File: config.mk
export PLATFORM = sky130hd
export DESIGN_NAME = div_iter
export DESIGN_NICKNAME = d
export VERILOG_FILES = /design/src/rtl/div_pkg.sv /design/src/rtl/div_iter_negate_w.sv /design/src/rtl/div_iter.sv
export SDC_FILE = /design/constraint.sdc
export NUM_CORES = 1
export LEC_CHECK = 0
export ABC_AREA = 1
export CORE_UTILIZATION = 54
export CTS_CLUSTER_DIAMETER = 200
export DETAILED_ROUTE_END_ITERATION = 6
export PLACE_DENSITY_LB_ADDON = 0.15
export SLEW_MARGIN = 30
export SYNTH_ARGS = -nofsm -noshare
export SYNTH_HDL_FRONTEND = slang
export SYNTH_SLANG_ARGS = --single-unit
File: constraint.sdc
create_clock -name clock -period 4.3 [get_ports clock]
set_input_delay 0.86 -clock clock [delete_from_list [all_inputs] [get_ports clock]]
set_output_delay 0.86 -clock clock [all_outputs]
set_load 0.01 [all_outputs]
File: src/rtl/div_pkg.sv
// Shared types and constants for the iterative signed divider.
package div_pkg;

  localparam int WIDTH_DEF = 32;

  localparam logic [31:0] INT_MIN = 32'h8000_0000;
  localparam logic [31:0] NEG_ONE = 32'hFFFF_FFFF;

  typedef enum logic [1:0] {
    IDLE = 2'd0,
    RUN  = 2'd1,
    FIX  = 2'd2,
    DONE = 2'd3
  } state_t;

endpackage

File: src/rtl/div_iter_negate_w.sv
// Combinational two's-complement negate (invert and increment), as used by the ALU.
module negate_w #(
  parameter int WIDTH = 32
) (
  input  logic [WIDTH-1:0] a,
  output logic [WIDTH-1:0] y
);

  assign y = ~a + {{(WIDTH-1){1'b0}}, 1'b1};

endmodule

File: src/rtl/div_iter.sv
// Multicycle signed restoring divider: one quotient bit per clock, fixed latency.
module div_iter
  import div_pkg::*;
#(
  parameter int WIDTH = WIDTH_DEF,
  parameter int CNT_W = $clog2(WIDTH) + 1
) (
  input  logic             clock,
  input  logic             reset,
  input  logic             ctrl_div,
  input  logic [WIDTH-1:0] data_operandA,
  input  logic [WIDTH-1:0] data_operandB,
  output logic [WIDTH-1:0] data_result,
  output logic             data_exception,
  output logic             data_resultRDY,
  output logic             busy
);

  localparam logic [CNT_W-1:0] LAST = CNT_W'(WIDTH - 1);

  state_t           state;
  logic [CNT_W-1:0] cnt;
  logic [WIDTH-1:0] rem;
  logic [WIDTH-1:0] dvd;
  logic [WIDTH-1:0] dvs;
  logic             sign_q;
  logic             dz;
  logic             ov;

  logic [WIDTH-1:0] neg_a;
  logic [WIDTH-1:0] neg_b;
  logic [WIDTH-1:0] neg_q;
  logic [WIDTH:0]   rem_sh;
  logic [WIDTH:0]   trial;

  negate_w #(.WIDTH(WIDTH)) u_neg_a (.a(data_operandA), .y(neg_a));
  negate_w #(.WIDTH(WIDTH)) u_neg_b (.a(data_operandB), .y(neg_b));
  negate_w #(.WIDTH(WIDTH)) u_neg_q (.a(dvd),           .y(neg_q));

  // dvd doubles as the quotient: dividend bits leave the top as quotient bits enter the bottom.
  // The shifted remainder is WIDTH+1 bits so the trial subtract keeps its borrow.
  always_comb begin
    rem_sh = {rem, dvd[WIDTH-1]};
    trial  = rem_sh - {1'b0, dvs};
  end

  always_ff @(posedge clock or posedge reset) begin
    if (reset) begin
      state          <= IDLE;
      cnt            <= '0;
      rem            <= '0;
      dvd            <= '0;
      dvs            <= '0;
      sign_q         <= 1'b0;
      dz             <= 1'b0;
      ov             <= 1'b0;
      data_result    <= '0;
      data_exception <= 1'b0;
      data_resultRDY <= 1'b0;
      busy           <= 1'b0;
    end else if (ctrl_div) begin
      dvd            <= data_operandA[WIDTH-1] ? neg_a : data_operandA;
      dvs            <= data_operandB[WIDTH-1] ? neg_b : data_operandB;
      sign_q         <= data_operandA[WIDTH-1] ^ data_operandB[WIDTH-1];
      dz             <= (data_operandB == '0);
      ov             <= (data_operandA == INT_MIN) && (data_operandB == NEG_ONE);
      rem            <= '0;
      cnt            <= '0;
      data_exception <= 1'b0;
      data_resultRDY <= 1'b0;
      busy           <= 1'b1;
      state          <= RUN;
    end else begin
      case (state)
        RUN: begin
          if (!trial[WIDTH]) begin
            rem <= trial[WIDTH-1:0];
            dvd <= {dvd[WIDTH-2:0], 1'b1};
          end else begin
            rem <= rem_sh[WIDTH-1:0];
            dvd <= {dvd[WIDTH-2:0], 1'b0};
          end
          cnt <= cnt + 1'b1;
          if (cnt == LAST) state <= FIX;
        end
        FIX: begin
          data_result    <= dz ? '0 : ov ? INT_MIN : (sign_q ? neg_q : dvd);
          data_exception <= dz | ov;
          data_resultRDY <= 1'b1;
          state          <= DONE;
        end
        DONE: begin
          data_resultRDY <= 1'b0;
          busy           <= 1'b0;
          state          <= IDLE;
        end
        default: ;
      endcase
    end
  end

endmodule

==> metrics.cfg <==
[status]
outcome=complete, no violations

[final_layout]
fillCellCount=1954
stdcell_area_sq_um=13100
fin_cells=2144
syn2layout_area_growth_pct=16.7
drive_gt1_frac=0.0480
postLayoutCoreUtil=0.645
antenna_cells=0
nets=1969

[route]
vias_per_cell=5.47
drtPass1Iterations=5
wl_per_cell_um=15.4
ant_nets=0
first_iter_violations=1096
drc=0
vias=11730
wl_mm=33.1

[worst_setup_path]
critical_path_class=reg2reg
timing.critical_path.from=dvd[31]
worst_ep_arrival_time_ns=3.31
cp_slowest_cell=nand2_1
timing.rr.start=dvd[31]
cp_common_cell=nand2_1
setup.worst_path.end_class=flip-flop
cp-start-kind=flip-flop
crit_buf_inv=2
r2r_slack_ns=1.30
path_cells=inv_1 > ha_1 > inv_1 > fa_1 > nand2_1 > nand2_1 > nand3_2 > nand2_2 > nand2_2 > nand2_4 > nand2_4 > nand3_1 > nand2_1 > nand2_1 > nand3_1 > nand2_1
worstPathRequired_ns=4.61
slowest_delay_ns=0.62
path_delay_family=simple AND/OR/NAND/NOR gates
worst-path-max-fanout=20

[timing]
fin_ws_ns=1.30
hold_viol_final=0
rsz0062_at_grt=no
finalSetupViolCount=0
tns_ns=0
clock_skew_ns=0.0155
period_minus_slack_ns=3.00
period_share=0.698
tightest_slew_ns=0.847
relSlewSlack=0.432
fmax_ghz=0.333
maxSlewViolCount=0

[cts]
clk_pin_slew_ns=0.07
postCtsSetupBuffers=0
cts-resized-gates=0
clock_path_buffers=2
cts_buffers=17
postCtsHoldBufs=0
cts_tree=built
clk_latency_ns=0.44
h-tree-depth=4
clockRootBuffer=clkbuf_16
cts.sink_count=142

[synthesis]
synth_compound_area_frac=0.114
synth_top_family_by_area=simple AND/OR/NAND/NOR gates
async_reset_ff_frac=1.00
ys.warnings.count=0
postSynthAreaPerCell_sq_um=6.33
synth_simple_gate_area_share=0.377
syn_area_sq_um=11200
synth_adder_area_share=0.0464
synth_cell_type_count=47
synth_nets=1881
synth_xor_area_frac=0.0281
synthMuxAreaShare=0
synth-seq-area-share=0.317
ys.flop_type=dfrtp_1
synth_edf_count=0
synth_cells=1773
synth-seq-cells=142

[placement]
post-place-cells=2111
dp_hpwl_mm=25.2
dpl-instance-area_sq_um=12500
gp_congestion=0.974
post-place-ws_ns=1.21
io_buffer_count=101

[job]
drv_cap=0

[die]
die_x_um=146
rows=52
io_pins=102
die_h_um=146
core_sq_um=20300
die_area_sq_um=21400
start_util=0.553

[min_path]
hold_start=cnt[4]
hp-class=reg2reg

[power]
power_density_nw_per_um2=511
total_leakage_power_uw=0.00693
peakVddDrop_v=0.000340

[global_routing]
grt_max_degree=48
grt_pass1_wl_mm=53.8
antenna_found_initial=0
grtUsageTotal=0.318
grt_pass1_vias=10569
grt_overflow=0

[cells by family (layout without fill, tap and decap cells)]
| kind of cell | count (synthesis) | in the layout |
|---|---|---|
| AND/OR/NAND/NOR | 990 | 990 |
| flip-flops | 142 | 142 |
| buffers and inverters | 344 | 445 |
| adder cells (fa/ha/maj) | 41 | 41 |
| XOR/XNOR | 36 | 36 |
| AO/OA/AOI/OAI | 220 | 220 |
[sequential cells by signal (all words and copies together) (netlist names), 2 cells and up]
name,flops
cnt,6
rem,32
state,2
dvs,32
dvd,32
data_result,32
[worst paths after layout]
path,end,depth (start not counted)
worst max-delay path,rem[14],16
worst min-delay path,cnt[4],1
worst max register to register,rem[14],16
worst min register to register,cnt[4],1
max in group asynchronous,rem[20],3
min in group asynchronous,data_result[9],2
[cell usage after synthesis (all sizes together) (5+ instances only)]
| cell | count | area, sq um |
|---|---|---|
| xor2 | 24 | 210 |
| xnor2 | 12 | 105 |
| buf | 18 | 106 |
| nand3b | 7 | 52.6 |
| inv | 293 | 1100 |
| o21ai | 115 | 579 |
| nand3 | 183 | 933 |
| nand2 | 592 | 2310 |
| o21bai | 9 | 67.6 |
| nand4 | 24 | 150 |
| o221ai | 20 | 175 |
| nor4 | 5 | 31.3 |
| clkbuf | 30 | 113 |
| nor3 | 30 | 160 |
| nor2 | 147 | 579 |
| o22ai | 6 | 37.5 |
| a21oi | 54 | 289 |
| dfrtp | 142 | 3550 |
| ha | 40 | 500 |
[stage by stage]
step	hold WS (ns)	total power (uW)
detailed placement	0.459	5140
CTS	0.470	6660
floorplan	0.433	4120
finish	0.475	6700
global route	0.490	7180
global placement	0.448	5090
[cell type report]
| cell class | instances | area [sq um] | share of cell area |
|---|---|---|---|
| multi-input cells | 1287 | 6350 | 0.484 |
| flip-flops and latches | 142 | 3550 | 0.271 |
| repair buffers | 117 | 1160 | 0.0884 |
| inverters | 296 | 1110 | 0.0851 |
| clock buffers | 17 | 425 | 0.0325 |
| well taps | 270 | 338 | 0.0258 |
| clock inverters | 15 | 165 | 0.0126 |
[metal layers]
layer	routed length [um]	vias up	GRT usage
met2	13900	459	0.467
met5	0	-	0
met1	16100	5426	0.484
met4	332	0	0.0781
li1	-	5810	-
met3	2810	35	0.0509
[worst reg2reg max path, delay by kind of cell (launching register included)]
kind	cells	cell delay (ns)
DFF	1	0.39
adders and majority gates	2	0.64
buffers and inverters	2	0.22
and+or+nand+nor	12	1.65
[power by group]
part	leakage [uW]	total [uW]	internal [uW]	switching (uW)
logic	0.00484	3210	1160	2050
registers	0.00181	2000	1710	291
clock network	0.000284	1490	825	665
total	0.00693	6700	3690	3000
[layout by cell type (no fill, tap or decap), types with 2 or more instances in the layout]
cell / instances
nor2_4: 2
clkinv_1: 3
dfrtp_1: 142
inv_2: 5
ha_1: 40
nand3b_1: 7
xor2_1: 24
nand2_4: 3
a21oi_2: 2
nand2_2: 12
nor3_1: 28
nor4_1: 5
a21oi_1: 51
inv_1: 287
o22ai_1: 6
nor2_2: 7
a31oi_1: 2
o21ai_1: 7
a32o_1: 4
clkdlybuf4s50_1: 100
inv_6: 6
clkinvlp_4: 3
buf_4: 14
o211ai_1: 3
nor3_2: 2
nand2_1: 575
clkbuf_16: 17
clkinv_4: 2
o21bai_1: 9
nand4_1: 24
nand2_8: 2
a22oi_1: 3
o21ai_0: 107
a22o_1: 2
nor2_1: 138
xnor2_1: 12
inv_8: 3
o221ai_1: 20
nand3_1: 181
Power figures use the tool's default switching activity.
